[src/rtl/wshbn_bus_arbiter.sv]
// Two-master Wishbone arbiter: M0 (I/O) and M1 (cache) share four slaves
// (PIO, timer, UART, SPI). The grant is registered and round-robin, and it
// is held for the whole CYC. A watchdog forces an error on a missing ACK,
// and a strobe to an unmapped address also produces an error.
module wshbn_bus_arbiter #(
  parameter int TIMEOUT = 16,
  parameter int DW      = 32
) (
  input  logic          CLK_I,
  input  logic          RST_I,
  input  logic          M0_CYC_I,
  input  logic          M0_STB_I,
  input  logic          M0_WE_I,
  input  logic [7:0]    M0_ADR_I,
  input  logic [DW-1:0] M0_DAT_I,
  output logic [DW-1:0] M0_DAT_O,
  output logic          M0_ACK_O,
  output logic          M0_ERR_O,
  input  logic          M1_CYC_I,
  input  logic          M1_STB_I,
  input  logic          M1_WE_I,
  input  logic [7:0]    M1_ADR_I,
  input  logic [DW-1:0] M1_DAT_I,
  output logic [DW-1:0] M1_DAT_O,
  output logic          M1_ACK_O,
  output logic          M1_ERR_O,
  output logic          S_CYC_O,
  output logic          S_WE_O,
  output logic [7:0]    S_ADR_O,
  output logic [DW-1:0] S_DAT_O,
  output logic [3:0]    S_STB_O,
  input  logic [DW-1:0] S0_DAT_I,
  input  logic [DW-1:0] S1_DAT_I,
  input  logic [DW-1:0] S2_DAT_I,
  input  logic [DW-1:0] S3_DAT_I,
  input  logic [3:0]    S_ACK_I,
  output logic [1:0]    GNT_O,
  output logic          BUSY_O
);

  typedef enum logic [1:0] {IDLE = 2'd0, OWN = 2'd1, ERR = 2'd2} state_t;

  localparam logic [7:0] WAIT_LIMIT = 8'(TIMEOUT - 1);

  state_t        state, state_nxt;
  logic [1:0]    gnt, gnt_nxt;
  logic          last_gnt, last_gnt_nxt;   // 1 = M1 was the last owner
  logic [7:0]    wait_cnt, wait_cnt_nxt;

  logic          req0, req1;
  logic          g_cyc, g_stb, g_we;
  logic [7:0]    g_adr;
  logic [DW-1:0] g_dat;
  logic          mapped;
  logic [1:0]    slv;
  logic          sel_ack;
  logic [DW-1:0] sel_dat;
  logic          ack, err;
  logic [DW-1:0] rd_dat;

  assign req0   = M0_CYC_I & M0_STB_I;
  assign req1   = M1_CYC_I & M1_STB_I;
  assign mapped = (g_adr[7:6] == 2'b00);
  assign slv    = g_adr[5:4];

  // Select the signals of whichever master currently holds the grant
  always_comb begin
    g_cyc = 1'b0;
    g_stb = 1'b0;
    g_we  = 1'b0;
    g_adr = '0;
    g_dat = '0;
    if (gnt[0]) begin
      g_cyc = M0_CYC_I;
      g_stb = M0_STB_I;
      g_we  = M0_WE_I;
      g_adr = M0_ADR_I;
      g_dat = M0_DAT_I;
    end else if (gnt[1]) begin
      g_cyc = M1_CYC_I;
      g_stb = M1_STB_I;
      g_we  = M1_WE_I;
      g_adr = M1_ADR_I;
      g_dat = M1_DAT_I;
    end
  end

  // Pick the addressed slave's acknowledge and read data
  always_comb begin
    sel_ack = mapped & S_ACK_I[slv];
    case (slv)
      2'd0:    sel_dat = S0_DAT_I;
      2'd1:    sel_dat = S1_DAT_I;
      2'd2:    sel_dat = S2_DAT_I;
      default: sel_dat = S3_DAT_I;
    endcase
  end

  // State, grant, round-robin history and wait counter registers
  always_ff @(posedge CLK_I or negedge RST_I) begin
    if (!RST_I) begin
      state    <= IDLE;
      gnt      <= 2'b00;
      last_gnt <= 1'b1;
      wait_cnt <= '0;
    end else begin
      state    <= state_nxt;
      gnt      <= gnt_nxt;
      last_gnt <= last_gnt_nxt;
      wait_cnt <= wait_cnt_nxt;
    end
  end

  // Arbitration, ownership release and timeout/unmapped error decisions
  always_comb begin
    state_nxt    = state;
    gnt_nxt      = gnt;
    last_gnt_nxt = last_gnt;
    wait_cnt_nxt = '0;
    case (state)
      IDLE: begin
        if (req0 && req1) begin
          gnt_nxt   = last_gnt ? 2'b01 : 2'b10;
          state_nxt = OWN;
        end else if (req0) begin
          gnt_nxt   = 2'b01;
          state_nxt = OWN;
        end else if (req1) begin
          gnt_nxt   = 2'b10;
          state_nxt = OWN;
        end
      end
      OWN: begin
        if (!g_cyc) begin
          state_nxt    = IDLE;
          last_gnt_nxt = gnt[1];
          gnt_nxt      = 2'b00;
        end else if (g_stb && !mapped) begin
          state_nxt = ERR;
        end else if (g_stb && !sel_ack) begin
          // An ACK on the limit cycle wins because this branch is not taken
          if (wait_cnt == WAIT_LIMIT) state_nxt = ERR;
          else                        wait_cnt_nxt = wait_cnt + 8'd1;
        end
      end
      ERR: begin
        if (g_cyc) begin
          state_nxt = OWN;
        end else begin
          state_nxt    = IDLE;
          last_gnt_nxt = gnt[1];
          gnt_nxt      = 2'b00;
        end
      end
      default: begin
        state_nxt = IDLE;
        gnt_nxt   = 2'b00;
      end
    endcase
  end

  // Slave-side routing and master-side ACK/ERR/read-data return
  always_comb begin
    S_CYC_O  = (state != IDLE);
    S_WE_O   = (state != IDLE) ? g_we  : 1'b0;
    S_ADR_O  = (state != IDLE) ? g_adr : 8'h00;
    S_DAT_O  = (state != IDLE) ? g_dat : '0;
    S_STB_O  = (state == OWN && g_stb && mapped) ? (4'b0001 << slv) : 4'b0000;
    ack      = (state == OWN) & g_stb & sel_ack;
    err      = (state == ERR);
    rd_dat   = (state == OWN && g_stb && mapped) ? sel_dat : '0;
    M0_ACK_O = gnt[0] & ack;
    M0_ERR_O = gnt[0] & err;
    M0_DAT_O = gnt[0] ? rd_dat : '0;
    M1_ACK_O = gnt[1] & ack;
    M1_ERR_O = gnt[1] & err;
    M1_DAT_O = gnt[1] ? rd_dat : '0;
    GNT_O    = gnt;
    BUSY_O   = (state != IDLE);
  end

endmodule

[config.mk]
export PLATFORM = sky130hd
export DESIGN_NAME = wshbn_bus_arbiter
export DESIGN_NICKNAME = d
export VERILOG_FILES = /design/src/rtl/wshbn_bus_arbiter.sv
export SDC_FILE = /design/constraint.sdc
export NUM_CORES = 1
export LEC_CHECK = 0
export CORE_AREA = 4 4 127 129
export DETAILED_ROUTE_END_ITERATION = 12
export DIE_AREA = 0 0 131 133
export GPL_ROUTABILITY_DRIVEN = 0
export MAX_ROUTING_LAYER = met4
export PLACE_DENSITY = 0.58
export SLEW_MARGIN = 20
export SYNTH_ARGS = -nofsm -noshare
export SYNTH_HDL_FRONTEND = slang
export SYNTH_SLANG_ARGS = --single-unit
[constraint.sdc]
create_clock -name CLK_I -period 2.52 [get_ports CLK_I]
set_input_delay 0.504 -clock CLK_I [delete_from_list [all_inputs] [get_ports CLK_I]]
set_output_delay 0.504 -clock CLK_I [all_outputs]
set_load 0.02 [all_outputs]
; After elaboration in Yosys (flattened, before gate mapping)
; Cells that the tools add are included.
[totals]
word_cells = 81
ff_bits = 13
ram_bits = 0
romBits = 0
mem_count = 0
in_bits = 220
out_inout_bits = 117
latch_bits = 0
[classes]
n_div = 0
n_bitwise = 10
order_cmp = 1
eq_ne = 9
addsub = 1
n_mux = 40
n_mul = 0
shifts = 1
n_reduce_logical = 15
[ops]
columns = operator, n
row1 = two-way mux 32 bit, 6
row2 = case mux 32 bit (3 select lines), 1
row3 = two-way mux 8 bit, 8
row4 = two-way mux 2 bit, 12
row5 = inequality test 4 bit (second input constant), 3
row6 = AND 1 bit, 9
row7 = two-way mux 1 bit, 9
row8 = adder 8 x 1 -> 8 bit (second input constant), 1
row9 = equality test 8 x 4 -> 1 bit (second input constant), 1
row10 = zero test 2 bit, 3
row11 = case mux 2 bit (3 select lines), 1
row12 = logical AND 1 bit, 5
row13 = equality test 2 x 1 -> 1 bit (second input constant), 2
row14 = equality test 2 bit (second input constant), 2
row15 = two-way mux 4 bit, 1
row16 = case mux 2 bit (2 select lines), 1
row17 = AND reduction 2 bit, 2
row18 = << shifter 1 x 2 -> 4 bit (first input constant), 1
row19 = < comparator 2 x 3 -> 1 bit (second input constant), 1
row20 = AND reduction 3 bit, 1
row21 = binary-select mux 1 bit (select 2 bit), 1
row22 = zero test 1 bit, 2
row23 = inequality test 2 bit (second input constant), 1
row24 = nonzero test 2 bit, 1
row25 = 2 further kinds, 2

; Logic depth before layout (Yosys ltp)
[depth]
word_depth = 11
mapped_depth = 8
depth_no_buf = 7

; Worst setup path before layout
; Ideal clock, no wire load.
[synth_path]
path_type = register to output
startpoint = reg gnt[0], in the netlist GNT_O[0]
endpoint = out M0_DAT_O[10]
path_buffers = 2
slack_ns = -0.017
required_time_ns = 2.016
arrival_ns = 2.033
path_stages_with_launch = 7
cell_sequence = dfrtp_1 buf_4 and3b_1 nor2_2 buf_2 mux2_2 nor2_1
[synth_between]
elab_chain_len = 5
elab_cells_between_ends = 11
[synth_rtl]
columns = item, line
row1 = from (decl), 46  ; logic [1:0] gnt, gnt_nxt;
row2 = from (signal assigned), 108  ; gnt <= gnt_nxt;
row3 = two-way mux 8 bit or two-way mux 1 bit (tied branches), 73  ; if (gnt[0]) begin
row4 = equality test 2 bit (tied with other cells), 91  ; case (slv)
row5 = case mux 32 bit (3 select lines) or logical AND 1 bit (tied branches), "91, 171"
row6 = two-way mux 32 bit, 171  ; rd_dat = (state == OWN && g_stb && mapped) ? sel_dat : '0;
row7 = two-way mux 32 bit (*), 174  ; M0_DAT_O = gnt[0] ? rd_dat : '0;
row8 = to (decl), 16  ; output logic [DW-1:0] M0_DAT_O,
; Mark *: on every way between the ends. The rest lies on a longest branch, timed or not.

; Worst setup path in the final report
[layout_path]
startpoint = reg gnt[0], in the netlist GNT_O[0]
endpoint = out M1_DAT_O[8]
[layout_between]
elab_chain_len = 5
elab_cells_between_ends = 11
[layout_rtl]
columns = item, line
row1 = two-way mux 8 bit or two-way mux 1 bit (tied branches), 73
row2 = equality test 2 bit (tied with other cells), 91
row3 = case mux 32 bit (3 select lines) or logical AND 1 bit (tied branches), "91, 171"
row4 = two-way mux 32 bit (*), 171
row5 = two-way mux 32 bit (*), 177  ; M1_DAT_O = gnt[1] ? rd_dat : '0;
row6 = to (decl), 24  ; output logic [DW-1:0] M1_DAT_O,
; Marked as above.

==> results.sh <==
export IMPL_grtUsageTotal_pct=21.4
export IMPL_cts_max_level=1
export IMPL_area_growth_pct=184
export IMPL_synth_warnings=0
export IMPL_timing_final_crit_share_pct=106
export IMPL_clock_sinks=13
export IMPL_min_delay_start="wait_cnt[0]"
export IMPL_hp_class="reg -> reg"
export IMPL_syn_avg_cell_area_sq_um=7.29
export IMPL_yosysTopAreaCellShare_pct=22.8
export IMPL_ys_seq_elements=13
export IMPL_routed_wl_um=20700
export IMPL_hold_violations=0
export IMPL_row_count=45
export IMPL_finalMaxSlewViolations=0
export IMPL_cts_buffers=3
export IMPL_ant_nets=0
export IMPL_path_common_cell="buf_6"
export IMPL_cp_startpoint="GNT_O[0]"
export IMPL_grt_overflow_total=0
export IMPL_violations="setup timing"
export IMPL_syn_nets=611
export IMPL_worst_pin_slew_ns=0.620
export IMPL_yosys_cell_count_top_type="nor2_1"
export IMPL_synth_distinct_cells=46
export IMPL_grt_pass1_vias=4988
export IMPL_synth_common_cells="nor2_1, mux2i_1, a22oi_1, mux2_2"
export IMPL_required_ns=2.02
export IMPL_ys_top_cells_by_area="mux2i_1, nor2_1, mux2_2"
export IMPL_regArea_sq_um=328
export IMPL_nets=995
export IMPL_cts_root_buf="clkbuf_16"
export IMPL_synthFlopType="dfrtp_1"
export IMPL_maxCapViolCount=0
export IMPL_n_fill_cell=1397
export IMPL_p_leak_nw=3.52
export IMPL_die_area_sq_um=17400
export IMPL_hpwl_um=14600
export IMPL_layout_min_cycle_time_ns=2.68
export IMPL_crit_path_top_delay_cell="dfrtp_2"
export IMPL_grt_start_max_net_pins=47
export IMPL_multiInputGateArea_sq_um=3040
export IMPL_firstDrtPassIters=4
export IMPL_powerDensity_nw_per_um2=751
export IMPL_die_height_um=133
export IMPL_worstSetupEndpointType="output pin"
export IMPL_setup_violations=60
export IMPL_cts_tree="built"
export IMPL_synthArstFlopShare_pct=100
export IMPL_coreArea_sq_um=15000
export IMPL_wl_per_cell_um=21.6
export IMPL_status="complete, but fails checks"
export IMPL_die_x_um=131
export IMPL_path_class="reg -> out"
export IMPL_cts_buffer_depth=2
export IMPL_io_buffers=336
export IMPL_setup_ws_ns=-0.160
export IMPL_cp_slowest_stage_delay_ns=0.41
export IMPL_drtIter0Drc=178
export IMPL_path_clk_slew_ns=0.05
export IMPL_synth_edf_count=0
export IMPL_hold_slack_ns=0.471
export IMPL_finalClockSkew_ns=0.00228
export IMPL_antenna_found_initial=1
export IMPL_drc_errors=0
export IMPL_vias=4621
export IMPL_path_cells="buf_4 > buf_6 > buf_6 > o21ai_2 > nand3b_1 > or2_4 > buf_6 > buf_16 > nor2_4 > buf_6"
export IMPL_synth_area_leader_cell="mux2i_1"
export IMPL_synth_cells=386
export IMPL_ctsHoldBuffers=0
export IMPL_critPathMaxFanout=8
export IMPL_ios=337
export IMPL_cp_start_kind="flop"
export IMPL_fmax_mhz=373
export IMPL_via_per_inst=4.82
export IMPL_synth_seq_area_share_pct=11.6
export IMPL_worstPathArrival_ns=2.18
export IMPL_peakVddDrop_mv=0.383
export IMPL_fin_util_pct=53.2
export IMPL_timing_rr_start="GNT_O[0]"
export IMPL_start_util_pct=18.7
export IMPL_layout_drive_gt1_share_pct=40.8
export IMPL_rsz0062_at_grt="true"
export IMPL_synth_area_sq_um=2810
export IMPL_fin_setup_tns_ns=-5.17
export IMPL_grt_pass1_wl_um=28200
export IMPL_worstSkewPairLatency_ns=0.24
export IMPL_relSlewSlack_pct=58.5
stage by stage:
step	power [W]	setup slack, ns	instance area (sq um)	std cells
global route	0.00631	-0.200	8000	958
CTS	0.00584	-0.132	7950	953
finish	0.00601	-0.160	8000	958
detailed placement	0.00431	-0.723	6720	914
global placement	0.00428	-0.715	6720	914
floorplan	0.00258	-0.0111	2910	386
layout by cell type, fill, tap and decap left out, drive strengths merged, types with 2 or more instances in the layout:
cell type,n
nand2,16
xor2,3
clkbuf,45
nand3b,3
dlymetal6s2s,2
xnor2,3
nand3,5
and2,5
nor2,119
mux2i,64
and3,2
o21ai,11
a22oi,39
dlygate4sd2,8
or4,2
ha,5
clkdlybuf4s50,213
dfrtp,12
nor4,2
mux2,32
clkdlybuf4s15,3
buf,145
inv,5
nor3,5
area by class of cell:
type	instances	share of cell area (%)
timing repair buffer	413	53.7
multi-input combinational	334	38.0
sequential	13	4.10
tap	188	2.94
clock buffer	4	0.985
inverter	5	0.235
antenna	1	0.0313
metal layers:
layer / GRT usage (%) / share of wire, % / routed length (um) / up-vias
met5: - / 0 / 0 / -
met2: 40.2 / 53 / 11000 / 254
li1: - / - / - / 2156
met1: 22.8 / 37 / 7540 / 2185
met4: 4.80 / 1.9 / 391 / 0
met3: 4.16 / 8.5 / 1750 / 26
worst max-delay path, delay by kind of cell (launching register included):
kind / cells / cell delay (ns)
AND/OR/NAND/NOR: 3 / 0.55
buffers and inverters: 6 / 0.81
AO/OA/AOI/OAI: 1 / 0.15
flip-flops: 1 / 0.41
worst paths after layout:
kind	to	slack [ns]	cells after the start
setup / recovery	M1_DAT_O[8]	-0.16	10
hold / removal	wait_cnt[0]	0.47	1
setup reg to reg	state[0]	0.17	8
hold reg to reg	wait_cnt[0]	0.47	1
max in group asynchronous	GNT_O[0]	1.43	1
min in group asynchronous	wait_cnt[6]	0.65	1
flip-flops by register name, summed over array words and instances (netlist names):
signal	count
state	2
GNT_O	2
wait_cnt	8
last_gnt	1
kinds of logic after synthesis:
kind of cell,share of synthesized area (%)
and+or+nand+nor,24.8
muxes,35.6
AOI/OAI and AO/OA,17.2
buffers and inverters,6.76
DFF,11.6
xor gates and xnor gates,1.87
adders and majority gates,2.22
timing repair:
action / 4_1_cts / 5_1_grt
cloned: 13 / 5
resized for setup: 622 / 115
pin swaps: 48 / 33
setup buffers: 22 / 7
setup endpoints to repair: 109 / 109
power by group:
part | total (W) | internal [W] | switching [W] | leakage (nW)
Combinational | 0.00543 | 0.00270 | 0.00273 | 3.31
Sequential | 0.000275 | 0.000248 | 0.0000269 | 0.172
Clock | 0.000302 | 0.000213 | 0.0000881 | 0.0382
Total | 0.00601 | 0.00316 | 0.00285 | 3.52
(Power assumes the default switching activity.)
